--- config.mk ---
export PLATFORM = sky130hd
export DESIGN_NAME = pid_cfg_write_arbiter
export DESIGN_NICKNAME = d
export VERILOG_FILES = /design/src/rtl/pid_cfg_write_arbiter_pkg.sv /design/src/rtl/pid_cfg_write_arbiter_fifo.sv /design/src/rtl/pid_cfg_write_arbiter.sv
export SDC_FILE = /design/constraint.sdc
export NUM_CORES = 1
export LEC_CHECK = 0
export CAP_MARGIN = 10
export CORE_MARGIN = 5
export CORE_UTILIZATION = 50
export CTS_CLUSTER_SIZE = 8
export DETAILED_ROUTE_END_ITERATION = 7
export PLACE_DENSITY = 0.75
export SYNTH_ARGS = -nofsm -noshare
export SYNTH_HDL_FRONTEND = slang
export SYNTH_SLANG_ARGS = --single-unit
--- constraint.sdc ---
create_clock -name clk_in -period 9.4 [get_ports clk_in]
set_input_delay 0.94 -clock clk_in [delete_from_list [all_inputs] [get_ports clk_in]]
set_output_delay 0.94 -clock clk_in [all_outputs]
set_load 0.1 [all_outputs]
--- src/rtl/pid_cfg_write_arbiter_pkg.sv ---
// Shared constants and helpers for the pid_pipeline configuration write arbiter.
// Queue entries are packed {addr, chan, data}, with addr in the most significant bits.
package pid_cfg_write_arbiter_pkg;

  localparam int N_REQ_DEF     = 2;
  localparam int W_WR_ADDR_DEF = 16;
  localparam int W_WR_CHAN_DEF = 16;
  localparam int W_WR_DATA_DEF = 48;
  localparam int DEPTH_DEF     = 4;
  localparam int W_PTR_DEF     = 2;

  // Wrap an index that may exceed the requester count by at most one lap.
  function automatic int rr_wrap(input int idx, input int n);
    int r;
    if (idx >= n) begin
      r = idx - n;
    end else begin
      r = idx;
    end
    return r;
  endfunction

endpackage

--- src/rtl/pid_cfg_write_arbiter_fifo.sv ---
// Synchronous FIFO with an occupancy output. Reset discards all queued entries.
// A push while full and a pop while empty are both ignored.
module pid_cfg_write_arbiter_fifo #(
  parameter int WIDTH = 80,
  parameter int DEPTH = 4,
  parameter int W_PTR = 2
) (
  input  logic             clk_i,
  input  logic             rst_i,
  input  logic             push_i,
  input  logic [WIDTH-1:0] data_i,
  input  logic             pop_i,
  output logic [WIDTH-1:0] data_o,
  output logic             full_o,
  output logic             empty_o,
  output logic [W_PTR:0]   level_o
);

  logic [WIDTH-1:0] mem_q [DEPTH];
  logic [W_PTR-1:0] wptr_q, wptr_d;
  logic [W_PTR-1:0] rptr_q, rptr_d;
  logic [W_PTR:0]   level_q, level_d;
  logic             push_ok_s, pop_ok_s;

  assign full_o    = (level_q == (W_PTR+1)'(DEPTH));
  assign empty_o   = (level_q == '0);
  assign push_ok_s = push_i && !full_o;
  assign pop_ok_s  = pop_i && !empty_o;
  assign data_o    = mem_q[rptr_q];
  assign level_o   = level_q;

  always_comb begin
    wptr_d  = wptr_q;
    rptr_d  = rptr_q;
    level_d = level_q;
    if (push_ok_s) begin
      wptr_d = wptr_q + W_PTR'(1);
    end else begin
      wptr_d = wptr_q;
    end
    if (pop_ok_s) begin
      rptr_d = rptr_q + W_PTR'(1);
    end else begin
      rptr_d = rptr_q;
    end
    case ({push_ok_s, pop_ok_s})
      2'b10:   level_d = level_q + (W_PTR+1)'(1);
      2'b01:   level_d = level_q - (W_PTR+1)'(1);
      default: level_d = level_q;
    endcase
  end

  always_ff @(posedge clk_i) begin
    if (rst_i) begin
      wptr_q  <= '0;
      rptr_q  <= '0;
      level_q <= '0;
    end else begin
      wptr_q  <= wptr_d;
      rptr_q  <= rptr_d;
      level_q <= level_d;
    end
  end

  // Storage needs no reset: the pointers and level define which entries are valid.
  always_ff @(posedge clk_i) begin
    if (push_ok_s) begin
      mem_q[wptr_q] <= data_i;
    end
  end

endmodule

--- src/rtl/pid_cfg_write_arbiter.sv ---
// Round-robin arbiter sharing the pid_pipeline configuration write bus among N_REQ requesters.
// Accepted writes are queued and issued in acceptance order, at most one per cycle, unless hold_in is set.
module pid_cfg_write_arbiter
  import pid_cfg_write_arbiter_pkg::*;
#(
  parameter int N_REQ     = N_REQ_DEF,
  parameter int W_WR_ADDR = W_WR_ADDR_DEF,
  parameter int W_WR_CHAN = W_WR_CHAN_DEF,
  parameter int W_WR_DATA = W_WR_DATA_DEF,
  parameter int DEPTH     = DEPTH_DEF,
  parameter int W_PTR     = W_PTR_DEF
) (
  input  logic                       clk_in,
  input  logic                       rst_in,
  input  logic [N_REQ-1:0]           req_valid,
  output logic [N_REQ-1:0]           req_ready,
  input  logic [N_REQ*W_WR_ADDR-1:0] req_addr,
  input  logic [N_REQ*W_WR_CHAN-1:0] req_chan,
  input  logic [N_REQ*W_WR_DATA-1:0] req_data,
  input  logic                       hold_in,
  output logic                       wr_en,
  output logic [W_WR_ADDR-1:0]       wr_addr,
  output logic [W_WR_CHAN-1:0]       wr_chan,
  output logic [W_WR_DATA-1:0]       wr_data,
  output logic [W_PTR:0]             fifo_level,
  output logic                       busy
);

  localparam int W_ENTRY = W_WR_ADDR + W_WR_CHAN + W_WR_DATA;
  localparam int W_RR    = (N_REQ > 1) ? $clog2(N_REQ) : 1;

  logic [W_RR-1:0]      rr_q, rr_d;
  logic [W_RR-1:0]      gidx_s;
  logic [N_REQ-1:0]     grant_s;
  logic                 found_s;
  logic                 fifo_full_s, fifo_empty_s, pop_s;
  logic [W_ENTRY-1:0]   push_entry_s, head_s;
  logic [W_PTR:0]       level_s;
  logic                 wr_en_q, wr_en_d;
  logic [W_WR_ADDR-1:0] wr_addr_q, wr_addr_d;
  logic [W_WR_CHAN-1:0] wr_chan_q, wr_chan_d;
  logic [W_WR_DATA-1:0] wr_data_q, wr_data_d;

  // First valid requester at or after the pointer wins; a full queue grants nobody, even if popping.
  always_comb begin
    grant_s = '0;
    gidx_s  = '0;
    found_s = 1'b0;
    rr_d    = rr_q;
    for (int k = 0; k < N_REQ; k++) begin
      if (!found_s && !fifo_full_s && req_valid[rr_wrap(int'(rr_q) + k, N_REQ)]) begin
        found_s = 1'b1;
        gidx_s  = W_RR'(rr_wrap(int'(rr_q) + k, N_REQ));
        grant_s[rr_wrap(int'(rr_q) + k, N_REQ)] = 1'b1;
      end else begin
        found_s = found_s;
      end
    end
    if (found_s) begin
      rr_d = W_RR'(rr_wrap(int'(gidx_s) + 1, N_REQ));
    end else begin
      rr_d = rr_q;
    end
  end

  assign req_ready    = grant_s;
  assign push_entry_s = {req_addr[int'(gidx_s)*W_WR_ADDR +: W_WR_ADDR],
                         req_chan[int'(gidx_s)*W_WR_CHAN +: W_WR_CHAN],
                         req_data[int'(gidx_s)*W_WR_DATA +: W_WR_DATA]};
  assign pop_s        = !fifo_empty_s && !hold_in;

  pid_cfg_write_arbiter_fifo #(
    .WIDTH (W_ENTRY),
    .DEPTH (DEPTH),
    .W_PTR (W_PTR)
  ) u_fifo (
    .clk_i   (clk_in),
    .rst_i   (rst_in),
    .push_i  (found_s),
    .data_i  (push_entry_s),
    .pop_i   (pop_s),
    .data_o  (head_s),
    .full_o  (fifo_full_s),
    .empty_o (fifo_empty_s),
    .level_o (level_s)
  );

  // The bus fields keep the last issued write while the strobe is idle.
  always_comb begin
    wr_en_d   = pop_s;
    wr_addr_d = wr_addr_q;
    wr_chan_d = wr_chan_q;
    wr_data_d = wr_data_q;
    if (pop_s) begin
      {wr_addr_d, wr_chan_d, wr_data_d} = head_s;
    end else begin
      wr_addr_d = wr_addr_q;
    end
  end

  always_ff @(posedge clk_in) begin
    if (rst_in) begin
      rr_q      <= '0;
      wr_en_q   <= 1'b0;
      wr_addr_q <= '0;
      wr_chan_q <= '0;
      wr_data_q <= '0;
    end else begin
      rr_q      <= rr_d;
      wr_en_q   <= wr_en_d;
      wr_addr_q <= wr_addr_d;
      wr_chan_q <= wr_chan_d;
      wr_data_q <= wr_data_d;
    end
  end

  assign wr_en      = wr_en_q;
  assign wr_addr    = wr_addr_q;
  assign wr_chan    = wr_chan_q;
  assign wr_data    = wr_data_q;
  assign fifo_level = level_s;
  assign busy       = (level_s != '0) || wr_en_q;

endmodule

* After elaboration in Yosys (flattened, before gate mapping)
Memories as Yosys holds them, arrays and structs flattened. A register that Yosys moved wholly into a read port is not among the register bits.
Index checks and enable logic that the tools add are counted.
** Operators by class
- Reduce and logical (&&, ||, !) cells :: 16
- Equal/unequal tests :: 3
- Shift operators :: 3
- Muxes and demuxes :: 24
- Multipliers :: 1
- Magnitude comparators :: 9
- Bitwise operators :: 1
- Add/subtract/negate cells :: 9
** Operators with widths (number)
- 32-bit by 3-bit < comparator with 1-bit output (second input constant) :: 4
- 32-bit 2-to-1 mux :: 4
- 96-bit by 8-bit indexed part select with 48-bit output :: 1
- 32-bit by 1-bit >= comparator with 1-bit output (second input constant) :: 2
- 32-bit by 6-bit indexed part select with 16-bit output :: 2
- 1-bit 2-to-1 mux :: 15
- 1-bit logical AND :: 8
- 3-bit case mux with 2 select lines :: 1
- 1-bit by 1-bit adder with 2-bit output (second input constant) :: 2
- 2-bit by 1-bit adder with 2-bit output (second input constant) :: 2
- 2-bit >= comparator (second input constant) :: 2
- 1-bit logical NOT :: 4
- 2-bit 2-to-1 mux :: 2
- 3-bit by 1-bit adder with 3-bit output (second input constant) :: 1
- 3-bit equality test (second input constant) :: 1
- 3-bit logical NOT :: 1
- 1-bit by 2-bit multiplier with 3-bit output (second input constant) :: 1
- 3-bit nonzero test :: 1
- 1-bit by 2-bit subtractor with 3-bit output (second input constant) :: 1
- 2-bit by 2-bit subtractor with 3-bit output (second input constant) :: 1
- 3-bit by 1-bit subtractor with 3-bit output (second input constant) :: 1
- 1-bit demux with 1-bit select :: 2
- 2-bit by 1-bit equality test with 1-bit output (second input constant) :: 1
- 2-bit equality test (second input constant) :: 1
- 5 further kinds :: 5
** Storage, ports and cells
- Memory bits (writable) :: 320
- Register bits :: 9
- Memories kept :: 1
- Bits of input ports :: 165
- Logic and storage cells :: 72
** Memories
- u_fifo.mem_q :: depth 4, bits a word 80, read ports 1, clocked after Yosys merged registers in 1, wr ports 1, line pid_cfg_write_arbiter_fifo.sv:19 : logic [WIDTH-1:0] mem_q [DEPTH];

* Logic depth before layout (Yosys ltp)
Gate-level depths: netlist of run 1.
- Word-level depth :: 17
- Mapped depth :: 9
- Depth with buffers taken out :: 8

* Cells and area by module
Synthesis of run 1 repeated with hierarchy kept, for this count alone.
** Second synthesis, totals
- Cell total of the unflattened synthesis :: 922
- Area total of the unflattened synthesis :: 15926.5 µm²
** Modules (own cells, without submodules)
- pid_cfg_write_arbiter_fifo :: cells an instance 472, area each 12101.6 µm², times used 1, seq. area each 9789.4 µm²
- pid_cfg_write_arbiter :: cells an instance 450, area each 3824.9 µm², times used 1, seq. area each 1641.6 µm²

* Least setup slack after synthesis of run 1
Ideal clock, no wire load.
- Path kind :: flip-flop to flip-flop
- From :: reg u_fifo.level_q[0], in the netlist u_fifo.level_o[0]
- To :: mem u_fifo.mem_q[0][0], enable pin
- Cell stages (with the launch flop) :: 4
- Data required time :: 8953 ps
- Slack :: 5647 ps
- Arrival time :: 3305 ps
- Period minus slack after synthesis :: 3753 ps
- Buffers on the path :: 1
- Cells stage by stage :: dfxtp_1 -> or3b_1 -> buf_6 -> and3_1
** Between the ends
- Cells in the longest elaborated chain, start to end :: 11
** RTL lines
- start: declaration :: line pid_cfg_write_arbiter_fifo.sv:22 : logic [W_PTR:0] level_q, level_d;
- start signal: assignment :: line pid_cfg_write_arbiter_fifo.sv:61 : level_q <= level_d;
- 3-bit equality test (*) :: line pid_cfg_write_arbiter_fifo.sv:25 : assign full_o = (level_q == (W_PTR+1)'(DEPTH));
- 1-bit logical NOT (*) :: line pid_cfg_write_arbiter_fifo.sv:27, pid_cfg_write_arbiter.sv:51
- 1-bit logical AND :: line pid_cfg_write_arbiter.sv:51 : if (!found_s && !fifo_full_s && req_valid[rr_wrap(int'(rr_q) + k, N_REQ)]) begin
- 1-bit 2-to-1 mux :: line pid_cfg_write_arbiter.sv:51
- 1-bit logical NOT :: line pid_cfg_write_arbiter.sv:51
- 1-bit logical AND (2 in a row) :: line pid_cfg_write_arbiter.sv:51
- 1-bit 2-to-1 mux :: line pid_cfg_write_arbiter.sv:51
- 1-bit logical AND (*) :: line pid_cfg_write_arbiter_fifo.sv:27 : assign push_ok_s = push_i && !full_o;
- 1-bit 2-to-1 mux (*) :: line pid_cfg_write_arbiter_fifo.sv:67 : if (push_ok_s) begin
- 1-bit 2-to-1 mux (not written as such) (*) :: line pid_cfg_write_arbiter_fifo.sv:68 : mem_q[wptr_q] <= data_i;
- end: declaration :: line pid_cfg_write_arbiter_fifo.sv:19
Every way passes the cells marked *; elsewhere a longest branch is shown, timed or not.

* Worst setup path in the final report of run 1
- From :: in req_valid[0]
- To :: out req_ready[1]
** Between the ends
- Cells in the longest elaborated chain, start to end :: 9
- Elaborated cells on any way between the ends :: 14
- Those cells by class :: 9 x mux; 1 x bitwise; 4 x reduce/logical
** RTL lines
- start: declaration :: line pid_cfg_write_arbiter.sv:15 : input logic [N_REQ-1:0] req_valid,
- 1-bit 2-to-1 mux (not written as such) (3 in a row) :: line pid_cfg_write_arbiter.sv:51
- 1-bit logical AND :: line pid_cfg_write_arbiter.sv:51
- 1-bit 2-to-1 mux :: line pid_cfg_write_arbiter.sv:51
- 1-bit logical NOT :: line pid_cfg_write_arbiter.sv:51
- 1-bit logical AND (2 in a row) :: line pid_cfg_write_arbiter.sv:51
- 2-bit 2-to-1 mux (*) :: line pid_cfg_write_arbiter.sv:51
- end: declaration :: line pid_cfg_write_arbiter.sv:16 : output logic [N_REQ-1:0] req_ready,
Every way passes the cells marked *; elsewhere a longest branch is shown, timed or not. The select of a mux whose other input is x is not followed.

==> results of run 1 <==
==> area by class of cell <==
class	instances	area [sq um]
fill	2065	10600
timing repair buffer	261	2590
multi-input combinational	288	3780
clock inverter	2	25.0
clock buffer	103	1620
inverter	8	30.0
tap	396	495
sequential	409	11400
==> final timing paths <==
path	startpoint	end	slack (ps)	cells past startpoint
min	wr_addr[3]$_SDFFE_PP0P_	wr_addr[3]$_SDFFE_PP0P_	470	1
min reg2reg	wr_addr[3]$_SDFFE_PP0P_	wr_addr[3]$_SDFFE_PP0P_	470	1
max	req_valid[0]	req_ready[1]	5130	5
max reg2reg	u_fifo.level_o[2]$_SDFFE_PP0P_	u_fifo.mem_q[2][66]$_DFFE_PP_	6570	4
==> per-stage QoR <==
stage	power [uW]	utilization [%]	hold slack [ps]	area, sq um	worst slack, ps
finish	6240	65.3	472	19900	5130
global route	6500	65.3	490	19900	4950
CTS	6320	65.3	478	19900	5090
floorplan	3970	-	484	15400	5650
global placement	4440	59.9	461	18300	5090
detailed placement	4470	59.9	463	18300	5090
==> flip-flops by register name, summed over array words and instances (netlist names) <==
name,flops
wr_data,48
wr_addr,16
rr_q,1
u_fifo.rptr_q,2
wr_en,1
u_fifo.mem_q,320
wr_chan,16
u_fifo.wptr_q,2
u_fifo.level_o,3
==> logic make-up after synthesis <==
kind of cell               count (synthesis)  share of synthesized area (%)
and+or+nand+nor                           27                           1.05
adders and majority gates                  6                          0.536
DFF                                      409                           73.9
xor gates and xnor gates                   2                          0.114
buffers and inverters                     53                           1.86
muxes                                    160                           17.5
AOI/OAI and AO/OA                         93                           5.04
==> per-layer routing <==
metal / part of all wire (%) / vias to the layer above
met3: 6.8 / 32
met1: 42 / 4062
li1: - / 3658
met2: 50 / 275
met4: 1.2 / 0
met5: 0 / -
==> critical path: stages <==
cell	delay [ps]
clkdlybuf4s50_1	450
nand2b_1	130
nand3_4	440
inv_1	210
clkdlybuf4s50_1	1150
==> cell usage in the layout (no fill, tap or decap), drive strengths merged <==
cell type	Yosys	layout
dfxtp	89	89
mux4	80	80
clkbuf	19	103
nor3b	1	1
xor2	2	2
buf	26	10
clkdlybuf4s50	0	251
and3	5	5
or3b	1	1
a311oi	1	1
a21oi	7	7
a22o	80	80
inv	8	8
nand2	2	2
edfxtp	320	320
nand2b	2	2
a31o	1	1
or3	3	3
mux2	80	80
clkinv	0	2
nor3	3	3
ha	5	5
nand3	3	3
or2	1	1
o21ai	4	4
nor2	6	6
fa	1	1
==> power groups by stage <==
stage | sequential (uW) | combinational [uW] | clock (uW)
floorplan | 3240 | 729 | 0
global placement | 2530 | 1910 | 0
detailed placement | 2550 | 1930 | 0
CTS | 2520 | 1930 | 1870
global route | 2540 | 1990 | 1970
finish | 2510 | 1900 | 1830
==> metrics.md, run 1 <==
| Metric | Value |
|---|---|
| Synth unique cells | 30 |
| Mapped Cells | 750 |
| Post-synth design cell area | 15,400 sq um |
| DR WL/cell | 20.7 um |
| DR pass1 iterations | 5 |
| Die area | 34,500 sq um |
| Grt met2 use | 30.0% |
| IO buf count | 251 |
| DRT iter0 DRCs | 444 |
| Synthesized net count | 921 |
| # placed instances | 1,362 |
| Synth top area share | 62.3% |
| Synth area leader | edfxtp_1 |
| Final setup fails | 0 |
| Area Growth Syn to Fin | 29.3% |
| Gpl congestion | 0.771 |
| DIE WIDTH | 186 um |
| #FFs+latches synth | 409 |
| Largest net degree at the start of global routing | 72 |
| Pins Over Slew Limit | 0 |
| Worst Path Arrival | 3330 ps |
| FMAX | 234 MHz |
| Seq pwr share | 40.2% |
| Worst-Margin Slew | 1080 ps |
| Sw Pwr | 2120 uW |
| Die Ht | 186 um |
| Worst skew pair latency | 550 ps |
| Post-CTS sizing | 0 |
| DP HPWL | 17.7 mm |
| Hold Path Class | reg2reg |
| Clock power frac | 29.3% |
| Cts bufs inserted | 57 |
| Crit path time final | 4270 ps |
| M3 GR Usage | 4.05% |
| Nets | 1,196 |
| Required time of the critical path | 8460 ps |
| Clk sinks | 409 |
| Synth area leaders | edfxtp_1 62%, mux4_2 12%, dfxtp_1 12%, mux2_2 5.8%, a22o_1 4.5% |
| CTS HTree Levels | 2 |
| Peak VDD IR | 0.168 mV |
| Hold-fix buffers, CTS | 0 |
| Cell Pwr Density | 313 nW/um^2 |
| Antenna cell count | 0 |
| Top cells by count, synth | 320 x edfxtp_1, 89 x dfxtp_1, 80 x a22o_1, 80 x mux2_2, 80 x mux4_2 |
| GRT overflow | 0 |
| Startpoint type of the worst setup path | input pin |
| Fin. Hold Viols | 0 |
| Critical path type | in2out |
| Core area | 30,500 sq um |
| GR peak layer | met2 |
| Primary FF master, synth | edfxtp_1 |
| I/O Pins | 252 |
| Global Route met1 Usage | 23.0% |
| Setup TNS Final | 0 ps |
| P_leak | 0.00666 uW |
| Vias in the first global route | 8,634 |
| Clk_skew | 15.7 ps |
| Syn avg cell area | 20.6 sq um |
| Clk Tree Root Cell | clkbuf_16 |
| P_int | 4120 uW |
| First-pass GRT wire length | 47.0 mm |
| Post-Layout Cell Count | 1,467 |
| Switching share of total power | 33.9% |
| Max Cap Violations | 0 |
| # Post-CTS Setup Buffers | 0 |
| Initial core utilization | 50.5% |
| Final ANT Viol Nets | 0 |
| Post-synth EDFFs | 320 |
| Clk slew on worst S/H paths | 40 ps |
| GRT Resource Usage Total | 17.5% |
| CTS tree | built |
| Number of remaining DRC errors | 0 |
| Initial antenna violation count | 0 |
| Seq/Total Area, Yosys | 73.9% |
| Drt total wl | 30.3 mm |
| Status | finished, final reports clean |
| Via count | 8,027 |
| Layout cell share with drive strength beyond 1 | 22.5% |
| Most frequent cell after synthesis | edfxtp_1 |
| CP Capture Type | primary output |
| Combinational power share | 30.5% |
| Relative slew margins | 28.0% |
| Share of flip-flops with an asynchronous set or reset | 0% |
| Final Cycle Share | 45.4% |
| Crit path max fanout | 39 |
| Site Rows | 64 |
| Buffers from clock root to sink, at most | 3 |
| DR vias/cell | 5.47 |
| Synth warn | 0 |
| RSZ-0062 raised after global routing | no |
No activity file was read; power rests on OpenSTA's default activity.
==> run 2: changes to the inputs <==
--- a/config.mk
+++ b/config.mk
@@ -7,10 +7,10 @@
 export LEC_CHECK = 0
 export CAP_MARGIN = 10
 export CORE_MARGIN = 5
-export CORE_UTILIZATION = 50
+export CORE_UTILIZATION = 48
 export CTS_CLUSTER_SIZE = 8
 export DETAILED_ROUTE_END_ITERATION = 7
-export PLACE_DENSITY = 0.75
+export PLACE_DENSITY = 0.76
 export SYNTH_ARGS = -nofsm -noshare
 export SYNTH_HDL_FRONTEND = slang
 export SYNTH_SLANG_ARGS = --single-unit
==> constraint.sdc (replaced) <==
create_clock -name clk_in -period 3.6 [get_ports clk_in]
set_input_delay 0.36 -clock clk_in [delete_from_list [all_inputs] [get_ports clk_in]]
set_output_delay 0.36 -clock clk_in [all_outputs]
set_load 0.1 [all_outputs]
==> run 2 against run 1 <==
Compared with the run above:
- hold slack better by 1.5 ps
- highest routed layer unchanged
- die area grew 3.9%
- critical path depth decreased by 1
- critical endpoint is now busy
- clock power increased to 2.7 times the previous value
==> metrics.md, run 2 (synthesis results as in run 1) <==
| Metric | Value |
|---|---|
| CTS tree | built |
| DR WL/cell | 22.0 um |
| Drt total wl | 32.7 mm |
| Critical path type | reg2out |
| Status | finished, final reports clean |
| Pins Over Slew Limit | 0 |
| FMAX | 362 MHz |
| Site Rows | 65 |
| GRT Resource Usage Total | 18.1% |
| Layout cell share with drive strength beyond 1 | 23.4% |
| DP HPWL | 19.8 mm |
| DR pass1 iterations | 4 |
| Crit-path cells | nor3_1, buf_4, nand2b_1, clkdlybuf4s50_1 |
| Initial antenna violation count | 0 |
| # placed instances | 1,377 |
| Number of flip-flops in the largest register | 320 |
| Clk_skew | 17.2 ps |
| CP Buf/Inv Count | 2 |
| Nets | 1,205 |
| Clk Tree Root Cell | clkbuf_16 |
| Commonest non-fill, non-tap cell in the layout | edfxtp_1 |
| Clk sinks | 409 |
| RSZ-0062 raised after global routing | no |
| Die area | 35,800 sq um |
| # Post-CTS Setup Buffers | 0 |
| Startpoint type of the worst setup path | flip-flop |
| Area Growth Syn to Fin | 30.5% |
| IO buf count | 251 |
| Worst Path Arrival | 2400 ps |
| P_leak | 0.00675 uW |
| Final Util | 63.6% |
| Post-CTS sizing | 0 |
| Crit path time final | 2760 ps |
| Most frequent cells in the layout | 320 x edfxtp_1, 249 x clkdlybuf4s50_1, 87 x dfxtp_1 |
| Final ANT Viol Nets | 0 |
| Vias in the first global route | 8,914 |
| Worst skew pair latency | 550 ps |
| Slowest CP cell | clkdlybuf4s50_1 |
| Critical Path Max Stage Delay | 1130 ps |
| Clk slew on worst S/H paths | 60 ps |
| Antenna cell count | 0 |
| DRT iter0 DRCs | 530 |
| Final Cycle Share | 76.7% |
| CTS HTree Levels | 2 |
| Cts bufs inserted | 57 |
| Hold-fix buffers, CTS | 0 |
| Buffers from clock root to sink, at most | 3 |
| Peak VDD IR | 0.480 mV |
| DIE WIDTH | 189 um |
| Fin. Hold Viols | 0 |
| Cell Pwr Density | 822 nW/um^2 |
| GRT overflow | 0 |
| Hold Path Class | reg2reg |
| Gpl congestion | 0.720 |
| Required time of the critical path | 3240 ps |
| I/O Pins | 252 |
| Core area | 31,600 sq um |
| Largest net degree at the start of global routing | 55 |
| Die Ht | 189 um |
| Post-Layout Cell Count | 1,484 |
| Final setup fails | 0 |
| Worst-Margin Slew | 1060 ps |
| Initial core utilization | 48.7% |
| Max Cap Violations | 0 |
| Setup TNS Final | 0 ps |
| Number of remaining DRC errors | 0 |
| Crit path max fanout | 7 |
| DR vias/cell | 5.55 |
| Biggest register | u_fifo.mem_q |
| CP delay by family, top | buffers and inverters |
| First-pass GRT wire length | 50.7 mm |
| Relative slew margins | 29.1% |
| CP Capture Type | primary output |
| Via count | 8,231 |
run 2: area by class of cell:
| type | instances | area (sq um) |
|---|---|---|
| fillers | 2179 | 11500 |
| flip-flops and latches | 409 | 11400 |
| multi-input cells | 288 | 3780 |
| repair buffers | 270 | 2750 |
| clock buffers | 105 | 1650 |
| well taps | 402 | 503 |
| inverters | 8 | 30.0 |
| clock inverters | 2 | 17.5 |
run 2: per-stage QoR:
step	setup WS (ps)	hold slack, ps	total power (uW)	instance area (sq um)
final	840	474	16500	20100
after global routing	675	489	17200	20100
after CTS	797	478	16700	20100
after detailed placement	917	466	11800	18500
after global placement	968	461	11700	18500
after floorplan	735	484	10400	15400
run 2: metal layers:
| metal | GRT usage [%] | part of all wire, % | up-vias |
|---|---|---|---|
| li1 | - | - | 3678 |
| met1 | 23.5 | 41 | 4182 |
| met2 | 31.5 | 51 | 314 |
| met3 | 3.95 | 6.8 | 57 |
| met4 | 4.34 | 1.7 | 0 |
| met5 | 0 | 0 | - |
run 2: final timing paths:
kind / startpoint / to / slack (ps) / cells after the start
max: u_fifo.level_o[0]$_SDFFE_PP0P_ / busy / 840 / 4
max reg2reg: u_fifo.level_o[2]$_SDFFE_PP0P_ / u_fifo.mem_q[0][62]$_DFFE_PP_ / 1110 / 4
min: wr_data[10]$_SDFFE_PP0P_ / wr_data[10]$_SDFFE_PP0P_ / 470 / 1
min reg2reg: wr_data[10]$_SDFFE_PP0P_ / wr_data[10]$_SDFFE_PP0P_ / 470 / 1
run 2: power by group:
part	total, uW	switching, uW	internal (uW)
combinational	5150	3430	1720
clock	4880	1840	3040
sequential	6500	368	6130
total	16500	5640	10900
